<file path="src/rtl/chip8_pkg.sv">
// Shared types and constants for the CHIP-8 step controller.
package chip8_pkg;

  typedef enum logic [1:0] {
    S_IDLE = 2'd0,
    S_PEND = 2'd1,
    S_COOL = 2'd2
  } step_state_t;

  localparam int BTN_RST  = 0;
  localparam int BTN_STEP = 1;
  localparam int BTN_RUN  = 2;

  localparam logic MODE_STEP = 1'b0;
  localparam logic MODE_RUN  = 1'b1;

endpackage

</file>
<file path="src/rtl/btn_debounce.sv">
// One button: two-flop synchroniser, stability counter, debounced level
// and a one-cycle rising-edge pulse. DEBOUNCE_CYCLES=0 leaves only the
// synchroniser plus the level register.
module btn_debounce #(
  parameter int DEBOUNCE_CYCLES = 1000000
) (
  input  logic clk_in,
  input  logic rst_n_in,
  input  logic btn_in,
  output logic level_out,
  output logic rise_out
);

  logic sync1_q, sync2_q;
  logic level_q, level_d;
  logic rise_q, rise_d;

  // Bring the asynchronous button into the clock domain.
  always_ff @(posedge clk_in or negedge rst_n_in) begin
    if (!rst_n_in) begin
      sync1_q <= 1'b0;
      sync2_q <= 1'b0;
    end else begin
      sync1_q <= btn_in;
      sync2_q <= sync1_q;
    end
  end

  generate
    if (DEBOUNCE_CYCLES == 0) begin : g_bypass
      assign level_d = sync2_q;
    end else begin : g_count
      localparam int CW = (DEBOUNCE_CYCLES > 1) ? $clog2(DEBOUNCE_CYCLES) : 1;
      logic [CW-1:0] cnt_q, cnt_d;

      // Count consecutive cycles the synced input disagrees with the level.
      always_comb begin
        cnt_d   = '0;
        level_d = level_q;
        if (sync2_q != level_q) begin
          if (cnt_q == CW'(DEBOUNCE_CYCLES - 1)) begin
            level_d = ~level_q;
            cnt_d   = '0;
          end else begin
            cnt_d = cnt_q + CW'(1);
          end
        end
      end

      // Stability counter register.
      always_ff @(posedge clk_in or negedge rst_n_in) begin
        if (!rst_n_in) cnt_q <= '0;
        else           cnt_q <= cnt_d;
      end
    end
  endgenerate

  // Rise is computed from the incoming level so it lands with the level change.
  always_comb begin
    rise_d = level_d & ~level_q;
  end

  // Level and edge-pulse registers.
  always_ff @(posedge clk_in or negedge rst_n_in) begin
    if (!rst_n_in) begin
      level_q <= 1'b0;
      rise_q  <= 1'b0;
    end else begin
      level_q <= level_d;
      rise_q  <= rise_d;
    end
  end

  assign level_out = level_q;
  assign rise_out  = rise_q;

endmodule

</file>
<file path="src/rtl/chip8_step_ctrl.sv">
// Turns conditioned buttons into one-cycle CPU step commands, either on
// each step-button press or free-running every RUN_DIV cycles.
module chip8_step_ctrl
  import chip8_pkg::*;
#(
  parameter int NUM_BTNS        = 4,
  parameter int DEBOUNCE_CYCLES = 1000000,
  parameter int RUN_DIV         = 16,
  parameter int CNT_W           = 16
) (
  input  logic                clk_in,
  input  logic                rst_n_in,
  input  logic [NUM_BTNS-1:0] btn_in,
  input  logic                cpu_ready_in,
  output logic                step_out,
  output logic                mode_out,
  output logic                pending_out,
  output logic [NUM_BTNS-1:0] btn_level_out,
  output logic [NUM_BTNS-1:0] btn_rise_out,
  output logic [CNT_W-1:0]    step_count_out
);

  localparam int DIV_W = $clog2(RUN_DIV);

  step_state_t      state_q, state_d;
  logic             mode_q, mode_d;
  logic [DIV_W-1:0] div_q, div_d;
  logic             step_q, step_d;
  logic [CNT_W-1:0] cnt_q, cnt_d;

  logic toggle, div_tc, step_req;

  for (genvar i = 0; i < NUM_BTNS; i++) begin : g_btn
    btn_debounce #(
      .DEBOUNCE_CYCLES(DEBOUNCE_CYCLES)
    ) u_db (
      .clk_in   (clk_in),
      .rst_n_in (rst_n_in),
      .btn_in   (btn_in[i]),
      .level_out(btn_level_out[i]),
      .rise_out (btn_rise_out[i])
    );
  end

  assign toggle   = btn_rise_out[BTN_RUN];
  assign div_tc   = (mode_q == MODE_RUN) && (div_q == DIV_W'(RUN_DIV - 1));
  assign step_req = (mode_q == MODE_RUN) ? div_tc : btn_rise_out[BTN_STEP];

  // Mode flip and run-rate divider; a toggle restarts the divider from zero.
  always_comb begin
    mode_d = mode_q;
    div_d  = div_q;
    if (toggle) begin
      mode_d = ~mode_q;
      div_d  = '0;
    end else if (mode_q == MODE_RUN) begin
      div_d = div_tc ? '0 : div_q + DIV_W'(1);
    end
  end

  // Step handshake FSM; a toggle overrides and discards any request.
  always_comb begin
    state_d = state_q;
    step_d  = 1'b0;
    if (toggle) begin
      state_d = S_IDLE;
    end else begin
      case (state_q)
        S_IDLE: begin
          if (step_req) begin
            if (cpu_ready_in) begin
              step_d  = 1'b1;
              state_d = S_COOL;
            end else begin
              state_d = S_PEND;
            end
          end
        end
        S_PEND: begin
          if (cpu_ready_in) begin
            step_d  = 1'b1;
            state_d = S_COOL;
          end
        end
        S_COOL: begin
          // Ready is still stale from before the step; only latch requests.
          state_d = step_req ? S_PEND : S_IDLE;
        end
        default: state_d = S_IDLE;
      endcase
    end
  end

  // Step counter advances together with the registered step pulse.
  always_comb begin
    cnt_d = step_d ? cnt_q + CNT_W'(1) : cnt_q;
  end

  // Control state registers.
  always_ff @(posedge clk_in or negedge rst_n_in) begin
    if (!rst_n_in) begin
      state_q <= S_IDLE;
      mode_q  <= MODE_STEP;
      div_q   <= '0;
      step_q  <= 1'b0;
      cnt_q   <= '0;
    end else begin
      state_q <= state_d;
      mode_q  <= mode_d;
      div_q   <= div_d;
      step_q  <= step_d;
      cnt_q   <= cnt_d;
    end
  end

  assign step_out       = step_q;
  assign mode_out       = mode_q;
  assign pending_out    = (state_q == S_PEND);
  assign step_count_out = cnt_q;

endmodule
</file>
<file path="config.mk">
export PLATFORM = sky130hd
export DESIGN_NAME = chip8_step_ctrl
export DESIGN_NICKNAME = d
export VERILOG_FILES = /design/src/rtl/chip8_pkg.sv /design/src/rtl/btn_debounce.sv /design/src/rtl/chip8_step_ctrl.sv
export SDC_FILE = /design/constraint.sdc
export NUM_CORES = 1
export LEC_CHECK = 0
export ABC_AREA = 1
export CELL_PAD_IN_SITES_DETAIL_PLACEMENT = 0
export CELL_PAD_IN_SITES_GLOBAL_PLACEMENT = 1
export CORE_MARGIN = 1
export CORE_UTILIZATION = 45
export DETAILED_ROUTE_END_ITERATION = 8
export HOLD_SLACK_MARGIN = 0.02
export PLACE_DENSITY_LB_ADDON = 0.1
export SYNTH_ARGS = -nofsm -noshare
export SYNTH_HDL_FRONTEND = slang
export SYNTH_SLANG_ARGS = --single-unit
export TNS_END_PERCENT = 10
</file>
<file path="constraint.sdc">
create_clock -name clk_in -period 3.2 [get_ports clk_in]
set_clock_uncertainty 0.1 [all_clocks]
set_input_delay 0.64 -clock clk_in [delete_from_list [all_inputs] [get_ports clk_in]]
set_output_delay 0.64 -clock clk_in [all_outputs]
set_load 0.01 [all_outputs]
</file>
# Yosys cells after proc, flatten, opt, wreduce, memory -nomap -nowiden
# Index checks and enable logic that the tools add are counted.
# word_totals
regBits	120
latch_bits	0
mem_bits_rw	0
rom_bits	0
inputBits	7
out_inout_bits	27
wordCells	87
mem_count	0
# classes
add_sub_neg	6
mul	0
div_mod_pow	0
magnitude_cmp	0
eq_ne	13
shifts	0
n_mux	30
bitwise	9
reduce_logical	4
# op_table
op	n
two-way mux 20 bit	8
adder 20 x 1 -> 20 bit, second input constant	4
equality test 20 bit, second input constant	4
adder 16 x 1 -> 16 bit, second input constant	1
two-way mux 1 bit	13
two-way mux 4 bit	3
two-way mux 2 bit	4
!= test 3 x 2 -> 1 bit, second input constant	2
case mux 2 bit (3 select lines)	1
NOT 1 bit	5
adder 4 x 1 -> 4 bit, second input constant	1
bitwise AND 1 bit	4
equality test 4 bit, second input constant	1
!= test 1 bit	4
equality test 2 x 1 -> 1 bit, second input constant	1
equality test 2 bit, second input constant	1
logical NOT 2 bit	1
case mux 1 bit (2 select lines)	1
AND reduction 2 bit	1
nonzero test 2 bit	1
logical AND 1 bit	1

# Longest topological paths before layout
# Gate-level depths: netlist of the first run.
# logic_depth
depth_word	6
depth_mapped	9

# By module
# From an unflattened synthesis of the first run, not the netlist that was laid out.
# unflattened
cells_unflattened	844
hier_area_um2	6954.2
# by_module_without_submodules
module	n_inst	cells_per_inst	area_per_inst_um2	seq_area_each_um2
btn_debounce	4	167	1393.8	600.6
chip8_step_ctrl	1	176	1378.8	600.6

# Worst setup path after synthesis of the first run
# Ideal clock, no wire load.
# synth_path
path_kind	reg2reg
start	register cnt_q[0], in the netlist step_count_out[0]
end	register cnt_q[10], in the netlist step_count_out[10]
setup_time_ps	123
t_arrival_ps	1253
path_slack_ps	1724
stages_incl_launch_ff	7
n_path_buf	0
period_less_slack_ps	1476
cell_sequence	dfrtp_1 > ha_1 > nand2_1 > nor2_1 > nand4_1 > o21ai_0 > nand2_1
# synth_between
elab_chain_len	1
# synth_lines
item	line	source
start: declaration	chip8_step_ctrl.sv:29	logic [CNT_W-1:0] cnt_q, cnt_d;
start signal: assignment	chip8_step_ctrl.sv:112	cnt_q <= cnt_d;
adder 16 x 1 -> 16 bit	chip8_step_ctrl.sv:96	cnt_d = step_d ? cnt_q + CNT_W'(1) : cnt_q;
# No other way between the ends.
# A chain may end at the register's enable or synchronous reset.

# Worst setup path after layout of the first run
# layout_path
start	register mode_q, in the netlist mode_out
end	output mode_out
# layout_lines
item	line	source
start: declaration	chip8_step_ctrl.sv:26	logic mode_q, mode_d;
start signal: assignment	chip8_step_ctrl.sv:109	mode_q <= mode_d;
end: declaration	chip8_step_ctrl.sv:16	output logic mode_out,
# No word-level cell between the ends.

==> results of run 1 <==
-- layout make-up --
class / count / area [um^2] / area share [%]
Timing Repair Buffer: 36 / 362.8 / 4.835
Tap cell: 180 / 225.2 / 3.001
Multi-Input combinational cell: 571 / 2988 / 39.81
Inverter: 86 / 327.8 / 4.368
Clock buffer: 19 / 452.9 / 6.035
Sequential cell: 120 / 3003 / 40.01
Clock inverter: 13 / 145.1 / 1.934
-- sequential cells by signal, indices dropped and copies added, names as in the netlist --
name	cells
step_out	1
g_btn.u_db.sync1_q	4
div_q	4
state_q	2
step_count_out	16
mode_out	1
g_btn.u_db.rise_out	4
g_btn.u_db.g_count.cnt_q	80
g_btn.u_db.sync2_q	4
g_btn.u_db.level_out	4
-- where the power goes --
part           internal (uW)  switching, uW  leakage, uW
clock                   1190            734     0.000286
sequential              1540           25.6      0.00163
combinational           56.2           95.2      0.00134
total                   2790            855      0.00326
-- cell families (layout without fill, tap and decap cells) --
logic type	count (synthesis)	count (layout)	share of synthesized area [%]
AOI/OAI and AO/OA	32	32	2.738
DFF	120	120	46.94
buffers and inverters	96	154	6.356
adders and majority gates	6	6	1.173
xor gates and xnor gates	51	51	7.334
and+or+nand+nor	482	482	35.46
-- path summary, 6_finish.rpt --
path	startpoint	endpoint	slack, ps	cells after the start
max reg2reg	g_btn[2].u_db.g_count.cnt_q[0]	g_btn[2].u_db.g_count.cnt_q[19]	1490	8
max in group asynchronous	rst_n_in	step_out	2080	2
max	mode_out	mode_out	980	1
min in group clk_in	g_btn[3].u_db.sync1_q	g_btn[3].u_db.sync2_q	250	0
min reg2reg	g_btn[3].u_db.sync1_q	g_btn[3].u_db.sync2_q	250	0
min	rst_n_in	g_btn[0].u_db.g_count.cnt_q[15]	150	1
-- layer usage --
metal / vias to the layer above / track usage, % / routed length (um)
li1: 2562 / - / -
met1: 2338 / 24.34 / 6025
met2: 52 / 32.93 / 6314
met3: 15 / 5.216 / 401
met4: 0 / 6.636 / 169
met5: - / 0 / 0
-- placed cells by master (no fill, tap or decap), types with 2 or more instances in the layout --
cell and instances:
nand2_1 174, nor2_1 157, dfrtp_1 120, inv_1 75, nand3_1 43, xor2_1 37, clkdlybuf4s50_1 32, nor3_1 21
clkbuf_16 17, nand4_1 15, nand2_2 15, nor2_4 14, nor2_2 12, a21oi_1 11, xnor2_1 11, o21ai_0 10
inv_2 10, nand3_2 8, nor3_2 7, ha_1 6, o21ai_1 5, nand3b_1 5, inv_6 4, nor3b_1 4
nand2_4 3, xnor2_2 3, clkinv_4 3, clkinvlp_4 3, buf_4 3, a31oi_1 2, clkbuf_8 2, bufinv_16 2
clkinv_2 2
-- through the flow --
stage | worst slack [ps] | power, uW | area, um^2
after floorplan | 1724 | 1669 | 6397
after global placement | 1175 | 1749 | 6907
after detailed placement | 1142 | 1753 | 6907
after CTS | 959.6 | 3707 | 7505
after global routing | 894.0 | 3790 | 7505
final | 978.8 | 3650 | 7505
==> results.md, run 1 <==
* Synth Net Count at 800
* Sum Neg Setup Slack at 0 ps
* Worst setup SP type: register
* Syn Area/Cell at 8.129 um^2
* WL final at 12910 um
* Post-CTS Repair Setup Buffers at 0
* Rel. slew slack at 49.87%
* Worst-skew pair later-pin latency at 420 ps
* Worst hold slack at 152.8 ps
* RSZ-0062 raised after global routing: false
* WP data arrival at 1480 ps
* Vias at 4967
* Port bufs at 33
* Tcrit/Tclk final at 69.41%
* Area leader, netlist: dfrtp_1
* Post-DP HPWL at 9326 um
* GRT Total Usage at 19.61%
* # rows at 43
* Final count of negative-setup-slack endpoints at 0
* DRT iter0 DRCs at 234
* Static Leak at 0.003255 uW
* Clk buf depth at 2
* CTS H-tree lvls at 4
* Number of synthesized flops with an enable pin at 0
* Top_reg_cell synth: dfrtp_1
* Synth unique cells at 35
* # IOs at 34
* Yosys reg bits at 120
* Worst Hold Class: input port to async pin
* Most frequent cell after synthesis: nand2_1
* Peak VDD IR at 0.0003548 V
* Warning count from the yosys run at 0
* Number of global-route vias before repair at 4995
* Synth cell count leaders: nand2_1, nor2_1, dfrtp_1, inv_1, nand3_1
* Hold Fails Final Rpt at 0
* Finished Core Util at 54.07%
* Placer congestion estimate at 0.8160
* Fin nets at 845
* Clock sink count at 120
* Routed vias/inst at 4.846
* Ys async rst share at 100.0%
* Reg clk slew, reported paths at 60 ps
* Worst EP required at 2460 ps
* Power per Cell Area at 486.3 nW/um^2
* Layout area overhead at 17.31%
* Total grt overflow at 0
* Fraction of layout cells with a size suffix above 1 at 13.14%
* Final Critical Period at 2221 ps
* Finished Layout Cells at 1025
* Crit end category: output pin
* Synth top area share at 46.94%
* Crit-path cells: clkdlybuf4s50_1
* Area of the core at 13880 um^2
* Antenna diode count at 0
* CP max stage cell: clkdlybuf4s50_1
* Setup CP Type: register to output pin
* Count of pins over their slew limit at 0
* Starting density of the core at 46.09%
* Initial DRT Pass Iterations at 4
* Antenna violations before repair at 0
* DIE AREA at 14700 um^2
* Post-CTS Resized at 0
* Die W at 121.2 um
* DR DRC count at 0
* Register area share after synthesis at 46.94%
* Status: complete, no violations
* FMAX at 450.2 MHz
* Die Span Y at 121.2 um
* Dominant cells by area after synthesis: dfrtp_1, nand2_1, nor2_1, xor2_1, inv_1
* Syn Inst Count at 787
* Post-Syn Area at 6397 um^2
* Fill count at 1333
* Final antenna-violating net count at 0
* CTS Buf Count at 17
* Hold-fix buffers at CTS at 0
* Slew at the pin closest to its max-slew limit at 746.7 ps
* WL/cell at 12.60 um
* Largest net degree at the start of global routing at 53
* CTS tree: built
* Cells after DPL at 993
* Max incr delay on CP at 590 ps
* Max-Cap Viols at 0
* Clock root buffer master: clkbuf_16
* Buf/Inv on CP at 1
* First-pass GRT wire length at 22670 um
* Largest delay share family, worst path: buffers and inverters
* Max Fanout on Critical Path at 7
(Power assumes the default switching activity.)
==> inputs of run 2 (changes only) <==
--- a/config.mk
+++ b/config.mk
@@ -9,7 +9,7 @@
 export CELL_PAD_IN_SITES_DETAIL_PLACEMENT = 0
 export CELL_PAD_IN_SITES_GLOBAL_PLACEMENT = 1
 export CORE_MARGIN = 1
-export CORE_UTILIZATION = 45
+export CORE_UTILIZATION = 41
 export DETAILED_ROUTE_END_ITERATION = 8
 export HOLD_SLACK_MARGIN = 0.02
 export PLACE_DENSITY_LB_ADDON = 0.1
==> constraint.sdc (replaced) <==
create_clock -name clk_in -period 2 [get_ports clk_in]
set_clock_uncertainty 0.1 [all_clocks]
set_input_delay 0.4 -clock clk_in [delete_from_list [all_inputs] [get_ports clk_in]]
set_output_delay 0.4 -clock clk_in [all_outputs]
set_load 0.01 [all_outputs]
==> run 2 against run 1 <==
Net effect:
- sequential share of layout area is 0.50 points lower
- hold slack better by 94 ps
- clock power is 60% higher
- combinational power is 72% higher
- flip-flop and latch count stayed put
- wire length is 0.15% higher
- non-clock buffer count is 8 higher
- largest cell class unchanged
==> results.md, run 2 (synthesis gave the netlist of run 1 again) <==
* Status: complete, no violations (unchanged)
* Total grt overflow at 0 (unchanged)
* Final count of negative-setup-slack endpoints at 0 (unchanged)
* Clk buf depth at 2 (unchanged)
* Clock root buffer master: clkbuf_16 (unchanged)
* WP data arrival at 1430 ps (was 1480 ps)
* Routed vias/inst at 4.819 (was 4.846)
* Worst hold stages at 0
* Worst EP required at 1500 ps (was 2460 ps)
* Crit end category: output pin (unchanged)
* Number of global-route vias before repair at 4906 (was 4995)
* Initial DRT Pass Iterations at 4 (unchanged)
* Reg2Reg Depth at 6 (was 8)
* FF-to-FF Start: step_count_out[1] (was g_btn[2].u_db.g_count.cnt_q[0])
* Buf/Inv on CP at 1 (unchanged)
* Hold Fails Final Rpt at 0 (unchanged)
* WL/cell at 12.44 um (was 12.60 um)
* Antenna violations before repair at 0 (unchanged)
* Most common cell after layout, fill and taps aside: nand2_1 (unchanged)
* Tcrit/Tclk final at 96.69%
* Final Critical Period at 1934 ps
* CTS Buf Count at 17 (unchanged)
* Worst hold slack at 246.9 ps (was 152.8 ps)
* First-pass GRT wire length at 22650 um (was 22670 um)
* R2r setup slk at 290 ps (was 1490 ps)
* Die W at 126.9 um (was 121.2 um)
* Max-Cap Viols at 0 (unchanged)
* Max reg flops at 80 (unchanged)
* Finished Layout Cells at 1039 (was 1025)
* Vias at 5007 (was 4967)
* Sum Neg Setup Slack at 0 ps (unchanged)
* Area of the core at 15200 um^2 (was 13880 um^2)
* CP max stage cell: clkdlybuf4s50_1 (unchanged)
* Clock sink count at 120 (unchanged)
* Most frequent cells in the layout: nand2_1, nor2_1, dfrtp_1 (unchanged)
* Largest delay share family, worst path: buffers and inverters (unchanged)
* Cells after DPL at 1008 (was 993)
* Layout area overhead at 18.85% (was 17.31%)
* Crit-path cells: clkdlybuf4s50_1 (unchanged)
* Largest net degree at the start of global routing at 35 (was 53)
* Starting density of the core at 42.08% (was 46.09%)
* Fraction of layout cells with a size suffix above 1 at 13.51% (was 13.14%)
* Count of pins over their slew limit at 0 (unchanged)
* Hold EP: g_btn[3].u_db.sync2_q
* Worst-skew pair later-pin latency at 420 ps (about the same)
* CTS tree: built (unchanged)
* RSZ-0062 raised after global routing: false (unchanged)
* Final setup margin at 66.15 ps (was 978.8 ps)
* Port bufs at 33 (unchanged)
* Slew at the pin closest to its max-slew limit at 427.7 ps (was 746.7 ps)
* Peak VDD IR at 0.0005464 V (was 0.0003548 V)
* FMAX at 517.1 MHz
* Setup CP Type: register to output pin (unchanged)
* Reg with most FFs: g_btn.u_db.g_count.cnt_q (unchanged)
* Static Leak at 0.003326 uW (was 0.003255 uW)
* Rel. slew slack at 71.22% (was 49.87%)
* Power per Cell Area at 769.4 nW/um^2 (was 486.3 nW/um^2)
* Worst setup SP type: register (unchanged)
* Reg-to-reg critical path endpoint: step_count_out[10] (was g_btn[2].u_db.g_count.cnt_q[19])
* GRT Total Usage at 17.79% (was 19.61%)
* Placer congestion estimate at 0.7948 (was 0.8160)
* # rows at 45 (was 43)
* CTS H-tree lvls at 4 (unchanged)
* WL final at 12930 um (was 12910 um)
* Reg clk slew, reported paths at 50 ps (was 60 ps)
* Fill count at 1451 (was 1333)
* Antenna diode count at 0 (unchanged)
* Pre-CTS setup slack at 199.8 ps (was 1142 ps)
* Max Fanout on Critical Path at 3 (was 7)
* DR DRC count at 0 (unchanged)
* DRT iter0 DRCs at 246 (was 234)
* Die Span Y at 126.9 um (was 121.2 um)
* DIE AREA at 16110 um^2 (was 14700 um^2)
* # IOs at 34 (unchanged)
* Final antenna-violating net count at 0 (unchanged)
* Max incr delay on CP at 580 ps (was 590 ps)
* Worst Hold Class: register to register (was input port to async pin)
* Hold Crit Start: g_btn[3].u_db.sync1_q
* Fin nets at 853 (was 845)
* Post-DP HPWL at 9316 um (was 9326 um)
## run 2: cell types whose count changed in the layout (fill, tap and decap cells not counted), sizes merged
| cell | change |
|---|---|
| clkdlybuf4s50 | -1 |
| clkinv | -1 |
| buf | +7 |
| dlygate4sd3 | +1 |
| clkbuf | +3 |
| inv | -3 |
| dlymetal6s2s | +1 |
| clkinvlp | -2 |
| bufinv | +1 |
## run 2: final cells by class
class	instances	area (um^2)	area share, %
inverter	86	327.8	4.311
sequential	120	3004	39.51
timing repair buffer	44	452.9	5.957
clock inverter	8	121.4	1.596
tap	188	235.2	3.094
multi-input combinational	571	2988	39.30
clock buffer	22	474.2	6.237
## run 2: through the flow
step,instance area [um^2],power [uW],util [%]
2_1_floorplan,6397,2670,-
3_3_place_gp,6994,2814,46.01
3_5_place_dp,6994,2819,46.01
4_1_cts,7600,5954,49.99
5_1_grt,7604,6086,50.02
6_report,7604,5850,50.02
## run 2: worst max path at each step
stage / slack [ps] / start / endpoint / cells after the start
finish: 70 / g_btn[2].u_db.rise_out / btn_rise_out[2] / 1
global route: 2 / step_count_out[2] / step_count_out[2] / 1
global placement: 210 / cpu_ready_in / step_count_out[8] / 8
floorplan: 520 / step_count_out[0] / step_count_out[10] / 6
CTS: 20 / state_q[1] / pending_out / 2
detailed placement: 200 / cpu_ready_in / step_count_out[8] / 8
## run 2: repair_timing
| action | CTS | global route |
|---|---|---|
| hold endpoints to repair | 16 | 0 |
| setup buffers | 0 | 0 |
| setup endpoints to repair | 0 | 2 |
| hold buffers | 1 | 0 |
| resized for setup | 0 | 2 |
## run 2: report_power, final
group | switching (uW) | total, uW | internal, uW | leakage, uW
logic | 157 | 260 | 103 | 0.00141
clock network | 1040 | 3080 | 2040 | 0.000292
registers | 40.1 | 2510 | 2470 | 0.00163
## run 2: worst reg2reg max path, cell delays in order, from the launching register on
cell     delay (ps)
dfrtp_1         420
ha_1            220
nand2_1         100
nor2_1          300
nand4_1         190
o21ai_0         190
nand2_1          70
## run 2: routing by layer
metal  vias to the layer above  global-route usage, %  wire length [um]
met5                         -                      0                 0
met4                         0                  5.882               155
met3                        13                  4.850               441
met2                        69                  27.80              5846
met1                      2352                  23.89              6486
li1                       2573                      -                 -
==> inputs of run 3 (changes only) <==
--- a/config.mk
+++ b/config.mk
@@ -11,6 +11,7 @@
 export CORE_MARGIN = 1
 export CORE_UTILIZATION = 41
 export DETAILED_ROUTE_END_ITERATION = 8
+export GPL_TIMING_DRIVEN = 0
 export HOLD_SLACK_MARGIN = 0.02
 export PLACE_DENSITY_LB_ADDON = 0.1
 export SYNTH_ARGS = -nofsm -noshare
==> run 3 against run 2 <==
Net effect:
- largest power group unchanged
- worst setup slack gained 17 ps
- hold slack better by 0.61 ps
- sequential power is essentially flat
- critical endpoint is now step_count_out[9]
- clock-buffer cell count increased by 1
- cell area shrank 0.64%
- core utilization decreased by 0.32 points
- first-iteration DRC count is 4.1% higher
- via count fell by 1.1%
- total power down 3.7%
==> results.md, run 3 (synthesis gave the netlist of run 1 again) <==
* Max incr delay on CP at 570 ps (was 580 ps)
* CTS Buf Count at 17 (unchanged)
* Die W at 126.9 um (unchanged)
* Clock root buffer master: clkbuf_16 (unchanged)
* Reg2Reg Depth at 6 (unchanged)
* Clk buf depth at 2 (unchanged)
* WL final at 12900 um (was 12930 um)
* Max-Cap Viols at 0 (unchanged)
* CTS H-tree lvls at 4 (unchanged)
* DRT iter0 DRCs at 256 (was 246)
* R2r setup slk at 200 ps (was 290 ps)
* Most common cell after layout, fill and taps aside: nand2_1 (unchanged)
* Initial DRT Pass Iterations at 4 (unchanged)
* Count of pins over their slew limit at 0 (unchanged)
* Worst hold stages at 0 (unchanged)
* First-pass GRT wire length at 22690 um (was 22650 um)
* Antenna violations before repair at 0 (unchanged)
* Layout area overhead at 18.09% (was 18.85%)
* FF-to-FF Start: g_btn[1].u_db.level_out (was step_count_out[1])
* Starting density of the core at 42.08% (unchanged)
* GRT Total Usage at 17.85% (was 17.79%)
* RSZ-0062 raised after global routing: false (unchanged)
* Routed vias/inst at 4.761 (was 4.819)
* Clock sink count at 120 (unchanged)
* Fin nets at 854 (was 853)
* DR DRC count at 0 (unchanged)
* Final setup margin at 83.21 ps (was 66.15 ps)
* Reg clk slew, reported paths at 50 ps (about the same)
* Buf/Inv on CP at 1 (unchanged)
* Final Critical Period at 1917 ps (was 1934 ps)
* Power per Cell Area at 745.6 nW/um^2 (was 769.4 nW/um^2)
* Rel. slew slack at 42.09% (was 71.22%)
* Number of global-route vias before repair at 4831 (was 4906)
* Max Fanout on Critical Path at 6 (was 3)
* Slew at the pin closest to its max-slew limit at 862.4 ps (was 427.7 ps)
* Total grt overflow at 0 (unchanged)
* Hold EP: g_btn[3].u_db.sync2_q (unchanged)
* Crit end category: output pin (unchanged)
* Reg with most FFs: g_btn.u_db.g_count.cnt_q (unchanged)
* Vias at 4951 (was 5007)
* Max reg flops at 80 (unchanged)
* Worst Hold Class: register to register (unchanged)
* WP data arrival at 1420 ps (was 1430 ps)
* Reg-to-reg critical path endpoint: g_btn[1].u_db.g_count.cnt_q[19] (was step_count_out[10])
* Hold Crit Start: g_btn[3].u_db.sync1_q (unchanged)
* Tot Pwr at 5633 uW (was 5850 uW)
* Setup CP Type: register to output pin (unchanged)
* Most frequent cells in the layout: nand2_1, nor2_1, dfrtp_1 (unchanged)
* # rows at 45 (unchanged)
* Die Span Y at 126.9 um (unchanged)
* CP max stage cell: clkdlybuf4s50_1 (unchanged)
* Area of the core at 15200 um^2 (unchanged)
* Status: complete, no violations (unchanged)
* Fraction of layout cells with a size suffix above 1 at 14.32% (was 13.51%)
* DIE AREA at 16110 um^2 (unchanged)
* Port bufs at 33 (unchanged)
* Pre-CTS setup slack at 221.8 ps (was 199.8 ps)
* FMAX at 521.7 MHz (was 517.1 MHz)
* Worst hold slack at 247.5 ps (was 246.9 ps)
* Largest net degree at the start of global routing at 66 (was 35)
* Cell area after layout at 7555 um^2 (was 7604 um^2)
* Peak VDD IR at 0.0006112 V (was 0.0005464 V)
* Worst setup SP type: register (unchanged)
* Largest delay share family, worst path: buffers and inverters (unchanged)
* Hold Fails Final Rpt at 0 (unchanged)
* # IOs at 34 (unchanged)
* WL/cell at 12.41 um (was 12.44 um)
* Worst EP required at 1500 ps (about the same)
* Post-DP HPWL at 9206 um (was 9316 um)
* Static Leak at 0.003329 uW (was 0.003326 uW)
* CTS tree: built (unchanged)
* Worst-skew pair later-pin latency at 410 ps (was 420 ps)
* Cell area after placement at 6992 um^2 (was 6994 um^2)
* Tcrit/Tclk final at 95.84% (was 96.69%)
* Placer congestion estimate at 0.7994 (was 0.7948)
* Crit-path cells: clkdlybuf4s50_1 (unchanged)
* Final count of negative-setup-slack endpoints at 0 (unchanged)
* Final antenna-violating net count at 0 (unchanged)
* Antenna diode count at 0 (unchanged)
## run 3: cell types whose count changed in the layout (fill, tap and decap cells not counted), moves of 2 or more
cell	before	now
buf_4	8	14
clkdlybuf4s50_1	31	25
buf_12	3	0
clkinvlp_4	1	4
buf_6	0	2
bufinv_16	3	1
## run 3: cell type report
type	instances	area [um^2]
inverter	86	327.8
tap	188	235.2
buffer	10	78.83
clock buffer	23	488.0
multi-input combinational	571	2988
clock inverter	7	70.07
fill	1466	7647
sequential	120	3005
timing repair buffer	35	361.6
## run 3: worst max-delay path by stage
stage | from | endpoint | slack (ps) | cells after the start
finish | step_count_out[9] | step_count_out[9] | 80 | 1
global route | step_count_out[9] | step_count_out[9] | 10 | 1
CTS | g_btn[3].u_db.level_out | btn_level_out[3] | 0.7 | 2
detailed placement | g_btn[1].u_db.level_out | g_btn[1].u_db.g_count.cnt_q[19] | 220 | 6
global placement | rst_n_in | div_q[0] | -4430 | 1
floorplan | step_count_out[0] | step_count_out[10] | 520 | 6
## run 3: report_power, final
group / internal [uW] / leakage (uW) / switching, uW / total (uW)
logic: 91.3 / 0.00144 / 154 / 245
clock network: 1820 / 0.000263 / 1060 / 2880
registers: 2470 / 0.00163 / 39.2 / 2510
total: 4380 / 0.00333 / 1250 / 5630
## run 3: layer usage
metal  GRT usage [%]  vias up  wire length [um]
li1                -     2582                 -
met1           23.85     2319              6571
met2           28.25       41              5885
met3           4.724        9               317
met4           5.672        0               129
met5               0        -                 0
## run 3: through the flow
| stage | setup TNS (ps) | std cells | utilization [%] |
|---|---|---|---|
| finish | 0 | 1040 | 49.70 |
| global route | 0 | 1040 | 49.70 |
| CTS | 0 | 1040 | 49.70 |
| detailed placement | 0 | 1009 | 45.99 |
| global placement | -530580 | 1008 | 45.80 |
| floorplan | 0 | 787 | - |
## run 3: repair_timing
action | in CTS | in global routing
setup endpoints to repair | 4 | 4
resized for setup | 5 | 4
buffers inserted | 0 | 0
hold buffers | 1 | 0
endpoints found under the hold margin | 55 | 0
pin swaps | 0 | 0
